[config.mk]
export PLATFORM = sky130hd
export DESIGN_NAME = fetch_issue_unit
export DESIGN_NICKNAME = d
export VERILOG_FILES = /design/src/rtl/fetch_issue_unit.sv
export SDC_FILE = /design/constraint.sdc
export NUM_CORES = 1
export LEC_CHECK = 0
export BUFFER_PORTS_ARGS = -buffer_cell sky130_fd_sc_hd__buf_2
export CAP_MARGIN = 5
export CORE_AREA = 2 2 102 104
export CTS_CLUSTER_DIAMETER = 100
export CTS_CLUSTER_SIZE = 20
export DETAILED_ROUTE_END_ITERATION = 8
export DIE_AREA = 0 0 104 106
export GPL_TIMING_DRIVEN = 0
export PLACE_DENSITY = 0.77
export SYNTH_ARGS = -nofsm -noshare
export SYNTH_HDL_FRONTEND = slang
export SYNTH_SLANG_ARGS = --single-unit
[constraint.sdc]
create_clock -name clk -period 2.5 [get_ports clk]
set_clock_uncertainty 0.1 [all_clocks]
set_input_delay 0.375 -clock clk [delete_from_list [all_inputs] [get_ports clk]]
set_output_delay 0.375 -clock clk [all_outputs]
set_load 0.01 [all_outputs]
[src/rtl/fetch_issue_unit.sv]
// Instruction-fetch front end. It owns the PC and fetches one 32-bit word at
// a time from instruction memory. It then holds that word for the decode stage
// until decode consumes it, and accepts branch/jump redirects from the control
// path. A misaligned redirect target parks the unit in HALT with a sticky
// fault. Only a reset leaves HALT.
module fetch_issue_unit #(
    parameter logic [31:0] RESET_PC = 32'h0000_0000,
    parameter int unsigned PC_STEP  = 4
) (
    input  logic        clk,
    input  logic        rst_n,
    output logic        imem_req_valid,
    input  logic        imem_req_ready,
    output logic [31:0] imem_req_addr,
    input  logic        imem_rsp_valid,
    input  logic [31:0] imem_rsp_data,
    output logic        instr_valid,
    input  logic        instr_ready,
    output logic [31:0] instr,
    output logic [6:0]  op,
    output logic [31:0] instr_pc,
    input  logic        redirect,
    input  logic [31:0] redirect_pc,
    output logic        fault
);

    typedef enum logic [2:0] {
        ST_IDLE  = 3'd0,
        ST_REQ   = 3'd1,
        ST_WAIT  = 3'd2,
        ST_HOLD  = 3'd3,
        ST_DRAIN = 3'd4,
        ST_HALT  = 3'd5
    } state_t;

    localparam logic [31:0] PC_INC = 32'(PC_STEP);

    // A target is usable only when it addresses a whole 32-bit word.
    function automatic logic is_word_aligned(input logic [31:0] addr);
        return (addr[1:0] == 2'b00);
    endfunction

    state_t      state_q, state_d;
    logic [31:0] pc_q, pc_d;
    logic        req_valid_q, req_valid_d;
    logic        instr_valid_q, instr_valid_d;
    logic [31:0] instr_q, instr_d;
    logic [31:0] instr_pc_q, instr_pc_d;
    logic        fault_q, fault_d;

    logic        redirect_ok_s;
    logic        redirect_bad_s;
    logic        req_fire_s;

    assign redirect_ok_s  = redirect & is_word_aligned(redirect_pc);
    assign redirect_bad_s = redirect & ~is_word_aligned(redirect_pc);
    assign req_fire_s     = req_valid_q & imem_req_ready;

    assign imem_req_valid = req_valid_q;
    assign imem_req_addr  = pc_q;
    assign instr_valid    = instr_valid_q;
    assign instr          = instr_q;
    assign op             = instr_q[6:0];
    assign instr_pc       = instr_pc_q;
    assign fault          = fault_q;

    // Next-state logic. A redirect outranks every other event in the same cycle.
    always_comb begin
        state_d       = state_q;
        pc_d          = pc_q;
        req_valid_d   = req_valid_q;
        instr_valid_d = instr_valid_q;
        instr_d       = instr_q;
        instr_pc_d    = instr_pc_q;
        fault_d       = fault_q;

        if (redirect_bad_s && (state_q != ST_HALT)) begin
            // A misaligned target is unrecoverable, so the PC keeps its old value.
            fault_d       = 1'b1;
            state_d       = ST_HALT;
            req_valid_d   = 1'b0;
            instr_valid_d = 1'b0;
        end else begin
            case (state_q)
                ST_IDLE: begin
                    if (redirect_ok_s) begin
                        pc_d = redirect_pc;
                    end else begin
                        pc_d = pc_q;
                    end
                    state_d     = ST_REQ;
                    req_valid_d = 1'b1;
                end
                ST_REQ: begin
                    if (redirect_ok_s) begin
                        // Drop valid for a cycle so the address never changes under valid.
                        pc_d        = redirect_pc;
                        req_valid_d = 1'b0;
                        if (req_fire_s) begin
                            state_d = ST_DRAIN;
                        end else begin
                            state_d = ST_IDLE;
                        end
                    end else if (req_fire_s) begin
                        req_valid_d = 1'b0;
                        state_d     = ST_WAIT;
                    end else begin
                        state_d = ST_REQ;
                    end
                end
                ST_WAIT: begin
                    if (redirect_ok_s) begin
                        pc_d = redirect_pc;
                        if (imem_rsp_valid) begin
                            // The stale word arrives now, so drop it and fetch the target.
                            state_d     = ST_REQ;
                            req_valid_d = 1'b1;
                        end else begin
                            state_d = ST_DRAIN;
                        end
                    end else if (imem_rsp_valid) begin
                        instr_d       = imem_rsp_data;
                        instr_pc_d    = pc_q;
                        instr_valid_d = 1'b1;
                        state_d       = ST_HOLD;
                    end else begin
                        state_d = ST_WAIT;
                    end
                end
                ST_HOLD: begin
                    if (redirect_ok_s) begin
                        // Squash the held word; it is not counted as consumed.
                        pc_d          = redirect_pc;
                        instr_valid_d = 1'b0;
                        state_d       = ST_REQ;
                        req_valid_d   = 1'b1;
                    end else if (instr_ready) begin
                        pc_d          = pc_q + PC_INC;
                        instr_valid_d = 1'b0;
                        state_d       = ST_REQ;
                        req_valid_d   = 1'b1;
                    end else begin
                        state_d = ST_HOLD;
                    end
                end
                ST_DRAIN: begin
                    if (redirect_ok_s) begin
                        pc_d = redirect_pc;
                    end else begin
                        pc_d = pc_q;
                    end
                    if (imem_rsp_valid) begin
                        // The outstanding response is discarded; fetch the redirect target.
                        state_d     = ST_REQ;
                        req_valid_d = 1'b1;
                    end else begin
                        state_d = ST_DRAIN;
                    end
                end
                ST_HALT: begin
                    state_d       = ST_HALT;
                    req_valid_d   = 1'b0;
                    instr_valid_d = 1'b0;
                end
                default: begin
                    state_d       = ST_IDLE;
                    req_valid_d   = 1'b0;
                    instr_valid_d = 1'b0;
                end
            endcase
        end
    end

    // State and output registers with asynchronous active-low reset.
    always_ff @(posedge clk or negedge rst_n) begin
        if (!rst_n) begin
            state_q       <= ST_IDLE;
            pc_q          <= RESET_PC;
            req_valid_q   <= 1'b0;
            instr_valid_q <= 1'b0;
            instr_q       <= 32'h0000_0000;
            instr_pc_q    <= 32'h0000_0000;
            fault_q       <= 1'b0;
        end else begin
            state_q       <= state_d;
            pc_q          <= pc_d;
            req_valid_q   <= req_valid_d;
            instr_valid_q <= instr_valid_d;
            instr_q       <= instr_d;
            instr_pc_q    <= instr_pc_d;
            fault_q       <= fault_d;
        end
    end

endmodule

==> results.md <==
- Total power: roughly 5.3 mW
- Dpl cells: 750
- CP Data Required Time: approximately 2.7 ns
- Overflow after GRT: 0
- Clk pwr share: 0.191
- CTS tree: done
- FMAX: between 400 and 500 MHz
- WL/cell: 16.88 um
- Worst skew pair latency: approximately 0.38 ns
- Tcrit/Tclk final: 0.9370
- CP arrival: ~2.5 ns
- WP buf/inv: 0
- Synthesis-stage register bit count: about 100
- Starting Density: 0.4900
- Combinational Power Share: 0.353
- H-tree levels: 3
- Diode count: 0
- Core area: 10000 um^2
- Distinct cell type count after synthesis: 55
- GRT Util Overall: 0.2373
- Post-Synth Adder-Cell Area: 0.006639
- Synth-to-Final Area Change: 26.76%
- CTS sink cnt: between 100 and 150
- Share of cells above drive strength 1: 0.4630
- Syn nets: roughly 500
- Slowest stage cell, crit path: nor4_1
- CP peak stage delay: roughly 0.74 ns
- FF-to-FF End: imem_req_addr[31]
- Fin Setup TNS: 0 ns
- Depth of the most critical reg-to-reg path: 5
- Number of port buffers: ~180
- Post-route ant nets: 0
- Ys Warns: 0
- Total CTS buffers: 9
- P_sw: roughly 2.2 mW
- Cell row count: 37
- DR vias: approximately 4300
- Worst r2r src: imem_req_addr[16]
- Mean number of vias per cell: approximately 5.6
- VDD IR max: between 0.0004 and 0.0005 V
- Post-synthesis compound-gate area fraction: 0.1430
- Hold Path Stages: 2
- Sw Ratio: 0.4181
- Crit path max-delay family: simple AND/OR/NAND/NOR gates
- Min-delay src: redirect_pc[20]
- Lkg Pwr: 3.223 nW
- Worst-path maximum fanout: 9
- Largest family of logic cells by synthesized area: multiplexers
- Post-synthesis mux area share: 0.1532
- Finish-stage setup viols: 0
- Max cap viols: 0
- Crit Path Class: register to register
- Initial antenna violation count: 0
- Leading cell type in the layout, fill and taps excluded: buf_2
- Die H: 106 um
- Avg Cell Area, Syn: approximately 11 um^2
- Final GP Congestion: slightly above 0.9
- Non-filler cells, final: just under 800
- Final Hold Viols: 0
- CTS Buffer Depth: 2
- Worst slew margin: 0.4489
- CP endpoint kind: register
- Worst hold path class: input port to register
- Post-synthesis simple-gate area fraction: 0.1392
- Worst Max-Slew Pin Slew: about 0.82 ns
- Sequential Power Share: 0.456
- Register area share after synthesis: 0.5209
- HPWL Detailed: 9.628 mm
- Cell area after synthesis: 4900 um^2
- Clock-pin slew of the registers on the worst-case setup and hold paths: between 0.1 and 0.15 ns
- R2R Setup Slk: around 0.16 ns
- WHS Endpoint: imem_req_addr[20]
- Die width: 104 um
- CP Cell Sequence: nand4_1, nor4_1, nand4_1, a21oi_1, a2bb2oi_1
- Crit path launch type: register
- Most frequent cells in the layout: buf_2 (190), dfrtp_1 (102), mux2_2 (61)
- Cell internal pwr: between 3 and 4 mW
- First drt pass iteration count: 5
- Layout net count: between 700 and 800
- Total wire length: about 13 mm
- Fin crit period: ~2.3 ns
- Async SR Flop Fraction: 1.000
- XOR/XNOR Fraction of Synth Area: 0
- Initial drt markers: 363
- Root Driver: clkbuf_8
- RSZ-0062 raised after global routing: false
- Area of the die: approximately 11000 um^2
- Status: finished clean
- Io pins: between 150 and 200
- CP most frequent cell: nand4_1
- Fillers: slightly above 800
- Vias in the first global route: 4126
- Largest net degree at the start of global routing: 70
- Detailed-route DRC error count: 0
- Post-Synthesis Cells: 438
- Pwr Density: between 800 and 900 nW/um^2
- Final Max Slew Viols: 0
- Post-synth EDFFs: 0
- Main flop type after synthesis: dfrtp_1
- First-pass GRT wire length: between 20 and 25 mm
-- synth_stat cells (4+ instances only) --
cell type | count | area, um^2
o21ai_0 | 27 | 135.1
a31oi_1 | 6 | 37.54
buf_2 | 16 | 80.08
inv_1 | 4 | 15.01
a2bb2oi_1 | 8 | 70.07
a21oi_1 | 36 | 180.2
buf_4 | 7 | 52.55
dfrtp_1 | 102 | 2552
mux2_2 | 61 | 686.9
nor3_1 | 4 | 20.02
and3_1 | 4 | 25.02
nand3_1 | 16 | 80.08
o22ai_1 | 7 | 43.79
nand2_1 | 23 | 86.33
and2_1 | 6 | 37.54
nand4_1 | 11 | 68.82
nor4_1 | 5 | 31.28
nor2_1 | 26 | 97.59
clkbuf_1 | 9 | 33.78
-- metal layers --
metal,vias up,track usage,wire length (um)
met5,-,0,0
met4,0,0.06081,148
met3,14,0.03924,857
met2,212,0.3961,6463
met1,2048,0.3253,5543
li1,2011,-,-
-- worst reg2reg max path: cells and delay by family, from the launching register on --
family	cells	cell delay, ns
AO/OA/AOI/OAI	2	0.40
flip-flops	1	0.51
AND/OR/NAND/NOR	3	1.28
-- how the worst max path moves through the flow --
stage / startpoint / to / slack (ns) / cells after the start
3_3_place_gp: rst_n / fault / -0.07 / 1
6_report: imem_req_addr[16] / imem_req_addr[31] / 0.16 / 5
4_1_cts: imem_req_addr[2] / imem_req_addr[24] / 0.02 / 6
3_5_place_dp: imem_req_addr[2] / imem_req_addr[24] / -0.008 / 6
2_1_floorplan: imem_req_addr[2] / imem_req_addr[24] / 0.35 / 6
5_1_grt: state_q[1] / instr_pc[17] / 0.03 / 5
-- layout make-up --
type | instances | area [um^2] | share of cell area
well taps | 136 | 170.2 | 0.02740
plain buffers | 32 | 167.7 | 0.02699
multi-input cells | 300 | 2168 | 0.3491
repair buffers | 181 | 945.9 | 0.1523
inverters | 4 | 15.01 | 0.002417
flip-flops and latches | 102 | 2552 | 0.4110
clock inverters | 7 | 67.56 | 0.01088
clock buffers | 9 | 123.9 | 0.01994
-- through the flow --
step,hold slack [ns],utilization,setup WS (ns),area (um^2)
2_1_floorplan,-0.02059,-,0.3459,4900
3_3_place_gp,0.3497,0.5946,-0.06660,5946
3_5_place_dp,0.2435,0.5976,-0.008148,5976
4_1_cts,0.1002,0.6177,0.02399,6177
5_1_grt,0.1169,0.6211,0.02565,6211
6_report,0.1102,0.6211,0.1575,6211
-- sequential cells by signal, indices dropped and copies added, names as in the netlist --
| signal | cells |
|---|---|
| imem_req_valid | 1 |
| fault | 1 |
| imem_req_addr | 32 |
| state_q | 3 |
| instr_valid | 1 |
| instr_pc | 32 |
| instr | 32 |
-- power by group through the flow --
stage / Combinational (mW) / Sequential [mW] / Clock, mW
detailed placement: 1.83 / 2.42 / 0
floorplan: 1.05 / 2.41 / 0
CTS: 1.84 / 2.38 / 1.03
finish: 1.85 / 2.40 / 1.00
global route: 2.02 / 2.46 / 1.09
global placement: 1.79 / 2.39 / 0
-- repair_timing --
action	CTS	global route
hold buffers	1	0
hold endpoints to repair	33	0
setup buffers	0	4
pin swaps	1	1
setup endpoints to repair	1	13
gates resized for setup	0	3
-- cell families (layout without fill, tap and decap cells) --
group,after synthesis,count (layout)
simple gates,119,119
compound gates,111,111
flops,102,102
mux,67,67
buf+inv,36,233
fa+ha+maj,3,3
No activity file was read; power rests on OpenSTA's default activity.
